--- src/rtl/rom_fetch_sequencer_if.sv ---
// Instruction issue channel between the fetch sequencer and the datapath.
// The sequencer drives the decoded word; the datapath answers with ready.
interface rom_fetch_sequencer_if;
    logic       instr_valid;
    logic       instr_ready;
    logic [7:0] instr;
    logic [1:0] op_class;
    logic [5:0] imm;
    logic [2:0] src_sel;
    logic [2:0] dst_sel;

    modport master (
        output instr_valid,
        output instr,
        output op_class,
        output imm,
        output src_sel,
        output dst_sel,
        input  instr_ready
    );

    modport slave (
        input  instr_valid,
        input  instr,
        input  op_class,
        input  imm,
        input  src_sel,
        input  dst_sel,
        output instr_ready
    );
endinterface

--- src/rtl/rom_fetch_sequencer.sv ---
// PC/fetch/issue sequencer for the 8-bit program ROM.
// Resolves COND jumps at the handshake and parks on jump-to-self.
module rom_fetch_sequencer #(
    parameter logic [7:0] RESET_PC = 8'h00,
    parameter int         CNT_W    = 16
) (
    input  logic                 clk,
    input  logic                 rst_n,
    input  logic                 run,
    output logic [7:0]           rom_address,
    input  logic [7:0]           rom_data,
    rom_fetch_sequencer_if.master bus,
    input  logic [7:0]           jump_target,
    input  logic [7:0]           cond_operand,
    output logic [7:0]           pc,
    output logic                 halted,
    output logic [CNT_W-1:0]     retired
);

    typedef enum logic [1:0] {
        IDLE  = 2'd0,
        FETCH = 2'd1,
        ISSUE = 2'd2,
        HALT  = 2'd3
    } state_t;

    state_t           state;
    state_t           state_nx;
    logic [7:0]       pc_q;
    logic [7:0]       instr_q;
    logic             halted_q;
    logic [CNT_W-1:0] retired_q;

    logic hs;
    logic is_cond;
    logic cond_true;
    logic taken;
    logic self_jump;
    logic op_zero;
    logic op_neg;

    assign hs        = (state == ISSUE) && bus.instr_ready;
    assign is_cond   = (instr_q[7:6] == 2'b11);
    assign op_zero   = (cond_operand == 8'h00);
    assign op_neg    = cond_operand[7];
    assign taken     = is_cond && cond_true;
    assign self_jump = taken && (jump_target == pc_q);

    always_comb begin
        cond_true = 1'b0;
        unique case (instr_q[2:0])
            3'b000: cond_true = 1'b0;
            3'b001: cond_true = op_zero;
            3'b010: cond_true = op_neg;
            3'b011: cond_true = op_neg || op_zero;
            3'b100: cond_true = 1'b1;
            3'b101: cond_true = !op_zero;
            3'b110: cond_true = !op_neg;
            3'b111: cond_true = !op_neg && !op_zero;
            default: cond_true = 1'b0;
        endcase
    end

    always_ff @(posedge clk or negedge rst_n) begin
        if (!rst_n) begin
            state <= IDLE;
        end else begin
            state <= state_nx;
        end
    end

    always_comb begin
        state_nx = state;
        unique case (state)
            IDLE:  if (run) state_nx = FETCH;
            FETCH: state_nx = ISSUE;
            ISSUE: begin
                if (hs) begin
                    if (self_jump) state_nx = HALT;
                    else if (run)  state_nx = FETCH;
                    else           state_nx = IDLE;
                end
            end
            HALT:  state_nx = HALT;
            default: state_nx = IDLE;
        endcase
    end

    always_comb begin
        bus.instr_valid = (state == ISSUE);
    end

    // PC, latched word and counters only move on FETCH or a handshake
    always_ff @(posedge clk or negedge rst_n) begin
        if (!rst_n) begin
            pc_q      <= RESET_PC;
            instr_q   <= 8'h00;
            halted_q  <= 1'b0;
            retired_q <= '0;
        end else begin
            if (state == FETCH) instr_q <= rom_data;
            if (hs) begin
                retired_q <= retired_q + CNT_W'(1);
                pc_q      <= taken ? jump_target : pc_q + 8'd1;
                if (self_jump) halted_q <= 1'b1;
            end
        end
    end

    assign rom_address  = pc_q;
    assign pc           = pc_q;
    assign halted       = halted_q;
    assign retired      = retired_q;
    assign bus.instr    = instr_q;
    assign bus.op_class = instr_q[7:6];
    assign bus.imm      = instr_q[5:0];
    assign bus.src_sel  = instr_q[5:3];
    assign bus.dst_sel  = instr_q[2:0];

endmodule

--- src/flat_wrapper.sv ---
// flat-port wrapper written by rule: the top's interface ports become plain ports
module rom_fetch_sequencer_flat 
#(
    parameter logic [7:0] RESET_PC = 8'h00,
    parameter int         CNT_W    = 16
)
  (clk, rst_n, run, rom_address, rom_data, jump_target, cond_operand, pc, halted, retired, bus_instr_valid, bus_instr, bus_op_class, bus_imm, bus_src_sel, bus_dst_sel, bus_instr_ready);
  rom_fetch_sequencer_if bus_i ();
  input  logic clk;
  input  logic rst_n;
  input  logic run;
  output logic [7:0] rom_address;
  input  logic [7:0] rom_data;
  input  logic [7:0] jump_target;
  input  logic [7:0] cond_operand;
  output logic [7:0] pc;
  output logic halted;
  output logic [CNT_W-1:0] retired;
  output wire logic [$bits(bus_i.instr_valid)-1:0] bus_instr_valid;
  output wire logic [$bits(bus_i.instr)-1:0] bus_instr;
  output wire logic [$bits(bus_i.op_class)-1:0] bus_op_class;
  output wire logic [$bits(bus_i.imm)-1:0] bus_imm;
  output wire logic [$bits(bus_i.src_sel)-1:0] bus_src_sel;
  output wire logic [$bits(bus_i.dst_sel)-1:0] bus_dst_sel;
  input wire logic [$bits(bus_i.instr_ready)-1:0] bus_instr_ready;
  assign bus_instr_valid = bus_i.instr_valid;
  assign bus_instr = bus_i.instr;
  assign bus_op_class = bus_i.op_class;
  assign bus_imm = bus_i.imm;
  assign bus_src_sel = bus_i.src_sel;
  assign bus_dst_sel = bus_i.dst_sel;
  assign bus_i.instr_ready = bus_instr_ready;
  rom_fetch_sequencer #(.RESET_PC(RESET_PC), .CNT_W(CNT_W)) u_core (.clk(clk), .rst_n(rst_n), .run(run), .rom_address(rom_address), .rom_data(rom_data), .bus(bus_i), .jump_target(jump_target), .cond_operand(cond_operand), .pc(pc), .halted(halted), .retired(retired));
endmodule
--- config.mk ---
export PLATFORM = sky130hd
export DESIGN_NAME = rom_fetch_sequencer_flat
export DESIGN_NICKNAME = d
export VERILOG_FILES = /design/src/rtl/rom_fetch_sequencer_if.sv /design/src/rtl/rom_fetch_sequencer.sv /design/src/flat_wrapper.sv
export SDC_FILE = /design/constraint.sdc
export NUM_CORES = 1
export LEC_CHECK = 0
export CAP_MARGIN = 20
export CORE_ASPECT_RATIO = 1.25
export CORE_UTILIZATION = 43
export DETAILED_ROUTE_END_ITERATION = 7
export PLACE_DENSITY = 0.89
export SETUP_SLACK_MARGIN = 0.4
export SLEW_MARGIN = 20
export SYNTH_ARGS = -nofsm -noshare
export SYNTH_HDL_FRONTEND = slang
export SYNTH_SLANG_ARGS = --single-unit
--- constraint.sdc ---
create_clock -name clk -period 1.95 [get_ports clk]
set_input_delay 0.2925 -clock clk [delete_from_list [all_inputs] [get_ports clk]]
set_output_delay 0.2925 -clock clk [all_outputs]
set_load 0.02 [all_outputs]
==> flow_metrics.env <==
export IMPL_status="finished clean"
export IMPL_vias_per_cell=5.15
export IMPL_synth_fp_nets=227
export IMPL_p_per_area_nw_per_um2=1430
export IMPL_num_antenna_cells=0
export IMPL_wirelength_met1_um=1840
export IMPL_portBuffers=83
export IMPL_route_met3_wl_um=291
export IMPL_htree_levels=2
export IMPL_first_global_vias=1698
export IMPL_fp_dieW_um=62.6
export IMPL_yosys_area_share_adder=0.0127
export IMPL_place_inst=319
export IMPL_track_usage=0.208
export IMPL_placeableCoreArea_um2=4390
export IMPL_crit_required_ps=2150
export IMPL_layout_nets=306
export IMPL_path_class="flop to flop"
export IMPL_fill_cells=358
export IMPL_hold_viol=0
export IMPL_fin_crit_sh=0.846
export IMPL_synth_enable_flop_cells=0
export IMPL_tritoncts="yes"
export IMPL_whs_ps=83.4
export IMPL_dp_hpwl_um=3250
export IMPL_hold_class="input pin to asynchronous set/reset pin"
export IMPL_antenna_found_initial=0
export IMPL_skew_ps=2.80
export IMPL_cp_end_kind="flop"
export IMPL_synth_distinct_cells=38
export IMPL_grt_pass1_wl_um=7850
export IMPL_placed_area_um2=2760
export IMPL_period_minus_slack_ps=1650
export IMPL_fin_area_um2=2970
export IMPL_dieArea_um2=4870
export IMPL_critical_path_arrival_ps=1850
export IMPL_ys_seq_area_frac=0.444
export IMPL_ir_drop_v=0.00105
export IMPL_tightestPinTransition_ps=768
export IMPL_drive_gt1_frac=0.184
export IMPL_syn_to_final_growth_pct=50.6
export IMPL_synthSimpleGateAreaFrac=0.219
export IMPL_die_h_um=77.8
export IMPL_clk_pin_slew_ps=70
export IMPL_grt_max_degree=36
export IMPL_rows=27
export IMPL_cp_max_fo=6
export IMPL_wl_um=4650
export IMPL_vias=1724
export IMPL_clock_sinks=35
export IMPL_synth_compound_area_share=0.0570
export IMPL_timing_fmax_ghz=0.606
export IMPL_async_flop_share=1.00
export IMPL_ys_flop_type="dfrtp_1"
export IMPL_ctsRootBufferMaster="clkbuf_8"
export IMPL_setup_viol=0
export IMPL_yosys_register_bits=35
export IMPL_synthMuxAreaShare=0.0456
export IMPL_cts_buffers=5
export IMPL_ant_nets=0
export IMPL_final_cells=335
export IMPL_clockBufferDepth=2
export IMPL_drt_iter0_drc=46
export IMPL_maxSlewViolCount=0
export IMPL_top_layer="met4"
export IMPL_layout_commonest_cell="dlygate4sd2_1"
export IMPL_crit_path_start_kind="flop"
export IMPL_critPathLaunch="u_core.pc[0]"
export IMPL_synth_area_um2=1970
export IMPL_first_pass_iters=4
export IMPL_overflow=0
export IMPL_synth_top_family_by_area="simple AND/OR/NAND/NOR gates"
export IMPL_wl_per_cell_um=13.9
export IMPL_num_io_pins=84
export IMPL_ctsHoldBuffers=0
export IMPL_leakagePower_nw=1.34
export IMPL_r2r_start="u_core.pc[0]"
export IMPL_drc_errors=0
export IMPL_rsz0062_at_grt="yes"
export IMPL_ys_warn_count=0
export IMPL_maxSlewHeadroom=0.488
export IMPL_dr_wl_met2_um=2470
export IMPL_power_mw=4.26
export IMPL_max_cap_violations=0
export IMPL_finalWeightedCongestion=0.798
export IMPL_post_synth_cell_area_avg_um2=10.0
export IMPL_syn_inst=197
export IMPL_start_util=0.450
export IMPL_clock_latency_ps=280
export IMPL_layout_common_cells="dlygate4sd2_1, dfrtp_1, nand2_1, clkdlybuf4s50_1, nand4_1"
export IMPL_synth_xor_xnor_area_share=0.124
## registers in the layout, summed over array words and instances (netlist names)
| name | count |
|---|---|
| u_core.bus.instr | 8 |
| u_core.halted | 1 |
| u_core.pc | 8 |
| u_core.retired | 16 |
| u_core.state | 2 |
## layout make-up
| type | instances | area, µm² | area share |
|---|---|---|---|
| tap | 58 | 72.6 | 0.0244 |
| multi-input combinational | 133 | 1000 | 0.337 |
| clock inverter | 1 | 30.0 | 0.0101 |
| inverter | 3 | 11.3 | 0.00379 |
| clock buffer | 7 | 76.3 | 0.0257 |
| sequential | 35 | 882 | 0.297 |
| timing repair buffer | 98 | 898 | 0.302 |
## kinds of logic after synthesis
group | count (synthesis)
and+or+nand+nor | 82
AOI/OAI and AO/OA | 16
adders and majority gates | 2
buffers and inverters | 29
DFF | 35
muxes | 8
xor gates and xnor gates | 25
## synthesized netlist by cell type (2+ instances only)
cell type,count,area [µm²]
dfrtp_1,35,876
nand2_1,23,86.3
buf_4,22,165
nand4_1,14,87.6
xnor2_1,13,114
nor2_1,12,45.0
xor2_1,10,87.6
mux2_2,8,90.1
nand3_1,8,40.0
nor3_1,5,25.0
and2_1,4,25.0
o22ai_1,4,25.0
inv_1,3,11.3
nor4_1,3,18.8
o21ai_0,3,15.0
a21oi_1,2,10.0
a31oi_1,2,12.5
and3_1,2,12.5
buf_2,2,10.0
clkbuf_1,2,7.51
ha_1,2,25.0
nor2b_1,2,12.5
## power by group
group / internal, mW / total (mW) / switching (mW)
clock: 0.382 / 0.641 / 0.259
sequential: 0.946 / 1.26 / 0.314
combinational: 1.09 / 2.36 / 1.27
## worst max-delay path, stage by stage, from the launching register on
cell and delay, ps:
dfrtp_2 450, buf_4 160, xor2_1 130, nor4_1 290, buf_4 190, nand4_4 110, a31oi_1 230
## metal layers
layer	up-vias	GRT usage
met5	-	0
met4	0	0.0744
met1	822	0.233
met2	72	0.377
met3	7	0.0500
li1	823	-
## per-stage QoR
stage	worst slack (ps)	TNS, ps	util
after global placement	-23.6	-92.7	0.628
after global routing	210	0	0.677
final	301	0	0.677
after CTS	287	0	0.658
after detailed placement	-138	-690	0.628
after floorplan	392	0	-
## worst paths after layout
path                                       endpoint  slack (ps)  cells after the start
min in group clk                 u_core.retired[15]         470                      1
worst max register to register      u_core.state[1]         300                      6
worst min-delay path             u_core.retired[10]          80                      1
worst max-delay path                u_core.state[1]         300                      6
worst min register to register   u_core.retired[15]         470                      1
max in group asynchronous       u_core.bus.instr[0]        1340                      1
## what timing repair did
| action | CTS | global route |
|---|---|---|
| gates resized for setup | 70 | 10 |
| pin swaps | 12 | 8 |
| setup buffers | 3 | 5 |
| setup endpoints to repair | 66 | 17 |
Power figures use the tool's default switching activity.
